## src/rtl/rps_draw_sequencer.sv

```systemverilog
// rtl/rps_draw_sequencer.sv - two-panel image redraw sequencer feeding the 160x120 VGA plot port
module rps_draw_sequencer #(
    parameter int PANEL_W = 80,
    parameter int PANEL_H = 120,
    parameter int ROM_LAT = 1
) (
    input  logic        CLOCK_50,
    input  logic        reset_n,
    input  logic        start,
    input  logic [1:0]  choice_c,
    input  logic [1:0]  choice_u,
    output logic [14:0] rom_addr,
    output logic [1:0]  rom_sel,
    input  logic        rom_q,
    output logic [7:0]  x,
    output logic [6:0]  y,
    output logic [2:0]  colour,
    output logic        plot,
    output logic        busy,
    output logic        done
);

    typedef enum logic [2:0] {
        IDLE,
        SCAN_C,
        GAP,
        SCAN_U,
        DRAIN,
        DONE
    } state_t;

    state_t      state;
    state_t      state_next;

    logic [6:0]  x_local;
    logic [6:0]  y_local;
    logic [1:0]  sel_u;
    logic [1:0]  lat_cnt;
    logic        issue;
    logic        last_pix;
    logic        lat_done;

    // Coordinates, panel id and valid travel alongside the ROM read so they
    // emerge in the same cycle as the matching rom_q.
    logic [6:0]  x_pipe     [ROM_LAT];
    logic [6:0]  y_pipe     [ROM_LAT];
    logic        panel_pipe [ROM_LAT];
    logic        valid_pipe [ROM_LAT];

    // Choice 11 shares the paper image with 10.
    function automatic logic [1:0] fold_choice(input logic [1:0] c);
        return (c == 2'b11) ? 2'b10 : c;
    endfunction

    assign issue    = (state == SCAN_C) || (state == SCAN_U);
    assign last_pix = (x_local == 7'(PANEL_W - 1)) && (y_local == 7'(PANEL_H - 1));
    assign lat_done = (lat_cnt == 2'(ROM_LAT - 1));

    // State register; reset drops straight back to IDLE.
    always_ff @(posedge CLOCK_50 or negedge reset_n) begin
        if (!reset_n) begin
            state <= IDLE;
        end else begin
            state <= state_next;
        end
    end

    // Next-state decode and status flags.
    always_comb begin
        state_next = state;
        busy       = 1'b0;
        done       = 1'b0;
        case (state)
            IDLE: begin
                if (start) begin
                    state_next = SCAN_C;
                end
            end
            SCAN_C: begin
                busy = 1'b1;
                if (last_pix) begin
                    state_next = GAP;
                end
            end
            GAP: begin
                busy = 1'b1;
                if (lat_done) begin
                    state_next = SCAN_U;
                end
            end
            SCAN_U: begin
                busy = 1'b1;
                if (last_pix) begin
                    state_next = DRAIN;
                end
            end
            DRAIN: begin
                busy = 1'b1;
                if (lat_done) begin
                    state_next = DONE;
                end
            end
            DONE: begin
                done       = 1'b1;
                state_next = IDLE;
            end
            default: begin
                state_next = IDLE;
            end
        endcase
    end

    // Latch both choices on accept; swap the image select only once the
    // computer panel's last read has left the ROM pipeline.
    always_ff @(posedge CLOCK_50 or negedge reset_n) begin
        if (!reset_n) begin
            rom_sel <= 2'b00;
            sel_u   <= 2'b00;
        end else if (state == IDLE && start) begin
            rom_sel <= fold_choice(choice_c);
            sel_u   <= fold_choice(choice_u);
        end else if (state == GAP && lat_done) begin
            rom_sel <= sel_u;
        end
    end

    // Raster scan counters; rom_addr runs alongside so no multiply is needed.
    always_ff @(posedge CLOCK_50 or negedge reset_n) begin
        if (!reset_n) begin
            x_local  <= 7'd0;
            y_local  <= 7'd0;
            rom_addr <= 15'd0;
        end else if (issue) begin
            if (last_pix) begin
                x_local  <= 7'd0;
                y_local  <= 7'd0;
                rom_addr <= 15'd0;
            end else begin
                rom_addr <= rom_addr + 15'd1;
                if (x_local == 7'(PANEL_W - 1)) begin
                    x_local <= 7'd0;
                    y_local <= y_local + 7'd1;
                end else begin
                    x_local <= x_local + 7'd1;
                end
            end
        end
    end

    // Counts the flush cycles spent in GAP and DRAIN.
    always_ff @(posedge CLOCK_50 or negedge reset_n) begin
        if (!reset_n) begin
            lat_cnt <= 2'd0;
        end else if (state == GAP || state == DRAIN) begin
            lat_cnt <= lat_done ? 2'd0 : lat_cnt + 2'd1;
        end else begin
            lat_cnt <= 2'd0;
        end
    end

    // Delay line matching the ROM read latency.
    always_ff @(posedge CLOCK_50 or negedge reset_n) begin
        if (!reset_n) begin
            for (int i = 0; i < ROM_LAT; i++) begin
                x_pipe[i]     <= 7'd0;
                y_pipe[i]     <= 7'd0;
                panel_pipe[i] <= 1'b0;
                valid_pipe[i] <= 1'b0;
            end
        end else begin
            x_pipe[0]     <= x_local;
            y_pipe[0]     <= y_local;
            panel_pipe[0] <= (state == SCAN_U);
            valid_pipe[0] <= issue;
            for (int i = 1; i < ROM_LAT; i++) begin
                x_pipe[i]     <= x_pipe[i-1];
                y_pipe[i]     <= y_pipe[i-1];
                panel_pipe[i] <= panel_pipe[i-1];
                valid_pipe[i] <= valid_pipe[i-1];
            end
        end
    end

    assign plot   = valid_pipe[ROM_LAT-1];
    assign y      = y_pipe[ROM_LAT-1];
    assign x      = {1'b0, x_pipe[ROM_LAT-1]} + (panel_pipe[ROM_LAT-1] ? 8'(PANEL_W) : 8'd0);
    assign colour = !plot                  ? 3'b000 :
                    !rom_q                 ? 3'b010 :
                    panel_pipe[ROM_LAT-1]  ? 3'b000 : 3'b111;

endmodule

```

## config.mk

```make
export PLATFORM = sky130hd
export DESIGN_NAME = rps_draw_sequencer
export DESIGN_NICKNAME = d
export VERILOG_FILES = /design/src/rtl/rps_draw_sequencer.sv
export SDC_FILE = /design/constraint.sdc
export NUM_CORES = 1
export LEC_CHECK = 0
export ABC_AREA = 1
export CORE_MARGIN = 8
export CORE_UTILIZATION = 52
export CTS_CLUSTER_SIZE = 40
export DETAILED_ROUTE_END_ITERATION = 16
export GPL_TIMING_DRIVEN = 1
export MAX_ROUTING_LAYER = met4
export PLACE_DENSITY_LB_ADDON = 0.1
export RECOVER_POWER = 100
export SYNTH_ARGS = -nofsm -noshare
export SYNTH_HDL_FRONTEND = slang
export SYNTH_SLANG_ARGS = --single-unit
export TNS_END_PERCENT = 30
```

## constraint.sdc

```tcl
create_clock -name CLOCK_50 -period 1.69 [get_ports CLOCK_50]
set_input_delay 0.169 -clock CLOCK_50 [delete_from_list [all_inputs] [get_ports CLOCK_50]]
set_output_delay 0.169 -clock CLOCK_50 [all_outputs]
set_load 0.03 [all_outputs]
```

# After elaboration in Yosys (flattened, before gate mapping)
# Cells that the tools add are included.
# totals
latch_bits,0
mem_bits_rw,0
reg_bits,54
inputBits,8
memories,0
output_inout_bits,38
word_cells,65
rom_bits,0
# op_classes
eq_ne,14
shift,0
n_mul,0
reduce_logical,12
order_cmp,0
add_sub_neg,5
n_mux,23
bitwise,0
div,0
# ops
cell,count
2-to-1 mux 7 bit,5
2-to-1 mux 3 bit,8
adder 15 x 1 -> 15 bit (second input constant),1
2-to-1 mux 15 bit,1
case mux 3 bit (5 select lines),1
adder 7 x 1 -> 7 bit (second input constant),2
equality test 7 bit (second input constant),2
2-to-1 mux 2 bit,6
inequality test 2 bit (second input constant),5
adder 7 x 7 -> 8 bit,1
equality test 3 x 2 -> 1 bit (second input constant),2
equality test 3 bit (second input constant),2
AND reduction 5 bit,1
equality test 2 bit (second input constant),2
nonzero test 2 bit,2
OR reduction 4 bit,1
equality test 3 x 1 -> 1 bit (second input constant),1
logical AND 1 bit,3
logical NOT 3 bit,1
adder 2 x 1 -> 2 bit (second input constant),1
logical NOT 2 bit,1
logical OR 1 bit,2
2-to-1 mux 1 bit,2
AND reduction 2 bit,1

# Longest topological paths before layout
# logic_depth
ltp_word,4
ltp_mapped,8
ltp_nobuf,8

# Worst setup path before layout
# No wires, ideal clock.
# synth_timing
kind,reg-to-output
startpoint,"reg valid_pipe, in the netlist plot"
endpoint,out colour[2]
path_stages_with_launch,4
n_path_buf,1
setup_slack_ps,229
t_arrival_ps,1292
cell_sequence,dfrtp_1 > nand2_1 > nor2_1 > buf_4
# synth_via
elab_chain_len,1
# synth_lines
item,line,source
"start, declared",48,logic valid_pipe [ROM_LAT];
"start signal, assigned by index",179,valid_pipe[i] <= valid_pipe[i-1];
2-to-1 mux 3 bit,187,assign colour = !plot ? 3'b000 :
"end, declared",17,"output logic [2:0] colour,"
# No other way between the ends.

# Worst setup path in the final report
# layout_timing
startpoint,reg state[0]
endpoint,out busy
# layout_via
elab_chain_len,3
word_cells_on_any_way,6
classes_between,4 x eq/ne; 1 x mux; 1 x reduce/logical
# layout_lines
item,line,source
"start, declared",32,state_t state;
"start signal, assigned",64,state <= state_next;
"equality test 3 x 1 -> 1 bit, or another cell as far along",73,case (state)
OR reduction 4 bit (no source line) *,n/a,
2-to-1 mux 1 bit *,73,
"end, declared",19,"output logic busy,"
# Every way passes the cells marked *; elsewhere a longest branch is shown, timed or not.

==> results_dict.tcl <==
set metrics [dict create \
    status "finished clean" \
    clk_pin_slew_worst_paths_ns 0.09 \
    p_clk_share_pct 36.2 \
    dp_hpwl_mm 3.752 \
    syn_nets 321 \
    hold_path.class "in2reg" \
    synth_top_cell_area_share_pct 52.20 \
    fmax_mhz 608.5 \
    fp.dieW_um 86.56 \
    critPathArrivalTime_ns 1.47 \
    path_class "reg2out" \
    yosysTopAreaCell "dfrtp_1" \
    htree_num_levels 2 \
    drc 0 \
    insertion_delay_ns 0.31 \
    avgSynthCellArea_um2 8.488 \
    rows 25 \
    ys_seq_area_share_pct 52.20 \
    p_switching_w 0.0004587 \
    final_cell_area_um2 3173 \
    cp_max_fo 4 \
    antenna_found_initial 0 \
    io_buffers 45 \
    finalNetCount 374 \
    relSlewSlack_pct 52.10 \
    crit_path_end_kind "output pin" \
    hold_violations 0 \
    finalSetupViolCount 0 \
    worstPathRequired_ns 1.52 \
    cts_setup_buffers 0 \
    drt_iter0_markers 58 \
    wl_per_cell_um 12.08 \
    syn_inst 305 \
    intPower_w 0.001648 \
    whs_ns 0.3974 \
    cts.sinks 54 \
    antenna_left 0 \
    pin_count 46 \
    fp.dieH_um 86.56 \
    cts_tree "built" \
    yosys_register_bits 54 \
    totalWireLength_mm 5.148 \
    grt_overflow_total 0 \
    rrSetupSlack_ns 0.11 \
    grt_pass1_wl_mm 8.825 \
    initial_core_util_pct 54.45 \
    num-fill-cells 435 \
    area_delta_synth_final_pct 22.57 \
    ys_warn_count 0 \
    drive_gt1_share_pct 7.799 \
    ys_types 27 \
    rsz0062_at_grt "yes" \
    fin_crit_ns 1.643 \
    seqPwrFrac_pct 61.3 \
    dpl_cell_area_um2 3122 \
    numCtsBuffers 5 \
    grt_max_degree 55 \
    via_per_inst 4.955 \
    power_leakage_nw 1.655 \
    start_kind "flip-flop" \
    grt_pass1_vias 2056 \
    diodes 0 \
    worst_slew_pin_slew_ns 0.7185 \
    p_comb_share_pct 2.5 \
    sw_frac_of_total_pct 21.78 \
    via_count 2111 \
    firstDrtPassIters 4 \
    cts_root_buffer "clkbuf_8" \
    synth.cell_area_um2 2589 \
    track_usage_pct 14.99 \
    clock_path_buffers 2 \
    slew_viol_final 0 \
    drv_cap 0 \
    die-area_um2 7492 \
    power_density_nw_per_um2 663.8 \
    power.total_w 0.002106 \
    clock_skew_ns 0.01188 \
    core_area_um2 4755 \
    synthTopCellsByArea "dfrtp_1 52%, nand2_1 11%, nand3_1 6.8%" \
    gp_congestion 0.8676 \
    ir_drop_mv 0.4546 \
    finalCritPeriodShare_pct 97.24 \
]
what timing repair did:
action / in CTS / in global routing
hold buffers: 1 / 0
setup endpoints to repair: 8 / 7
resized for setup: 10 / 8
hold endpoints to repair: 54 / 0
critical path: stages (launching register included):
cell and delay, ns:
dfrtp_1 0.44, inv_1 0.16, nand3_1 0.15, nand2_1 0.11
inv_1 0.08, nand2_1 0.07, buf_4 0.15
metal layers:
metal,global-route usage (%),wire length (um),up-vias
li1,-,-,1075
met1,17.26,2441,968
met2,25.00,2316,61
met3,2.930,306,7
met4,6.260,82,0
met5,-,0,-
sequential cells by signal, indices dropped and copies added, names as in the netlist, 3 cells and up:
signal and flops:
rom_addr 15, x_local 7, x_pipe 7, y 7, y_local 7, state 3
worst paths after layout:
check                                  from            to  cells after the start
worst min-delay path            choice_u[0]      sel_u[0]                      3
min in group asynchronous           reset_n    x_local[6]                      3
worst max-delay path               state[0]          busy                      6
worst min register to register   x_local[6]     x_pipe[6]                      0
worst max register to register   x_local[0]  rom_addr[10]                      8
max in group asynchronous           reset_n   rom_addr[6]                      3
cell families after synthesis:
kind of cell | Yosys count | share of synthesized area (%)
xor+xnor | 8 | 2.707
fa+ha+maj | 8 | 3.867
simple gates | 171 | 28.95
flops | 54 | 52.20
compound gates | 22 | 4.978
buf+inv | 42 | 7.298
cell usage in the layout, fill, tap and decap left out, drive strengths merged:
master / netlist / routed
nand2: 78 / 78
buf: 8 / 8
dlygate4sd3: 0 / 17
o21ai: 10 / 10
nor3b: 3 / 3
a31o: 1 / 1
nand4: 2 / 2
o21bai: 2 / 2
dfrtp: 54 / 54
clkbuf: 0 / 15
ha: 8 / 8
nand3b: 2 / 2
nand3: 35 / 35
dlygate4sd2: 0 / 5
xor2: 6 / 6
clkinv: 0 / 2
a21o: 2 / 2
nor3: 6 / 6
a21boi: 1 / 1
clkdlybuf4s50: 0 / 15
a21oi: 5 / 5
o31ai: 1 / 1
nor2: 45 / 45
inv: 34 / 34
xnor2: 2 / 2
cell usage after synthesis:
cell type / n
a21boi_0: 1
nand3_1: 35
inv_1: 32
o21bai_1: 2
o31ai_1: 1
nor3b_1: 2
inv_2: 2
nor2_2: 1
dfrtp_1: 54
nand4_1: 2
ha_1: 8
xnor2_1: 2
xor2_1: 6
nor2_1: 42
buf_2: 1
nand2_1: 74
a31o_2: 1
a21oi_1: 5
o21ai_0: 10
nor3b_2: 1
nor3_1: 6
buf_4: 6
nand3b_1: 2
nor2_4: 2
nand2_2: 4
a21o_1: 2
buf_6: 1
metrics by stage:
stage / TNS (ns) / worst slack, ns / utilization (%) / cells
2_1_floorplan: 0 / 0.2294 / - / 305
3_3_place_gp: 0 / 0.03137 / 65.66 / 417
3_5_place_dp: -0.001818 / -0.001818 / 65.66 / 417
4_1_cts: -0.04089 / -0.04089 / 67.95 / 426
5_1_grt: -0.5181 / -0.05534 / 66.74 / 426
6_report: 0 / 0.04673 / 66.74 / 426
power groups by stage:
stage          Clock [W]  Combinational (W)  Sequential [W]
6_report        0.000763          0.0000527         0.00129
5_1_grt         0.000836          0.0000609         0.00129
4_1_cts         0.000786          0.0000599         0.00129
3_5_place_dp           0          0.0000599         0.00132
3_3_place_gp           0          0.0000595         0.00132
2_1_floorplan          0         0.00000894         0.00132
layout make-up:
class                      count  area, um2  area share (%)
timing repair buffer          54      466.7           14.71
inverter                      34      127.6           4.022
clock inverter                 2      17.52          0.5521
sequential                    54       1351           42.59
clock buffer                   6      82.58           2.603
tap                           67      83.83           2.642
multi-input combinational    209       1044           32.89
No activity file was read; power rests on OpenSTA's default activity.
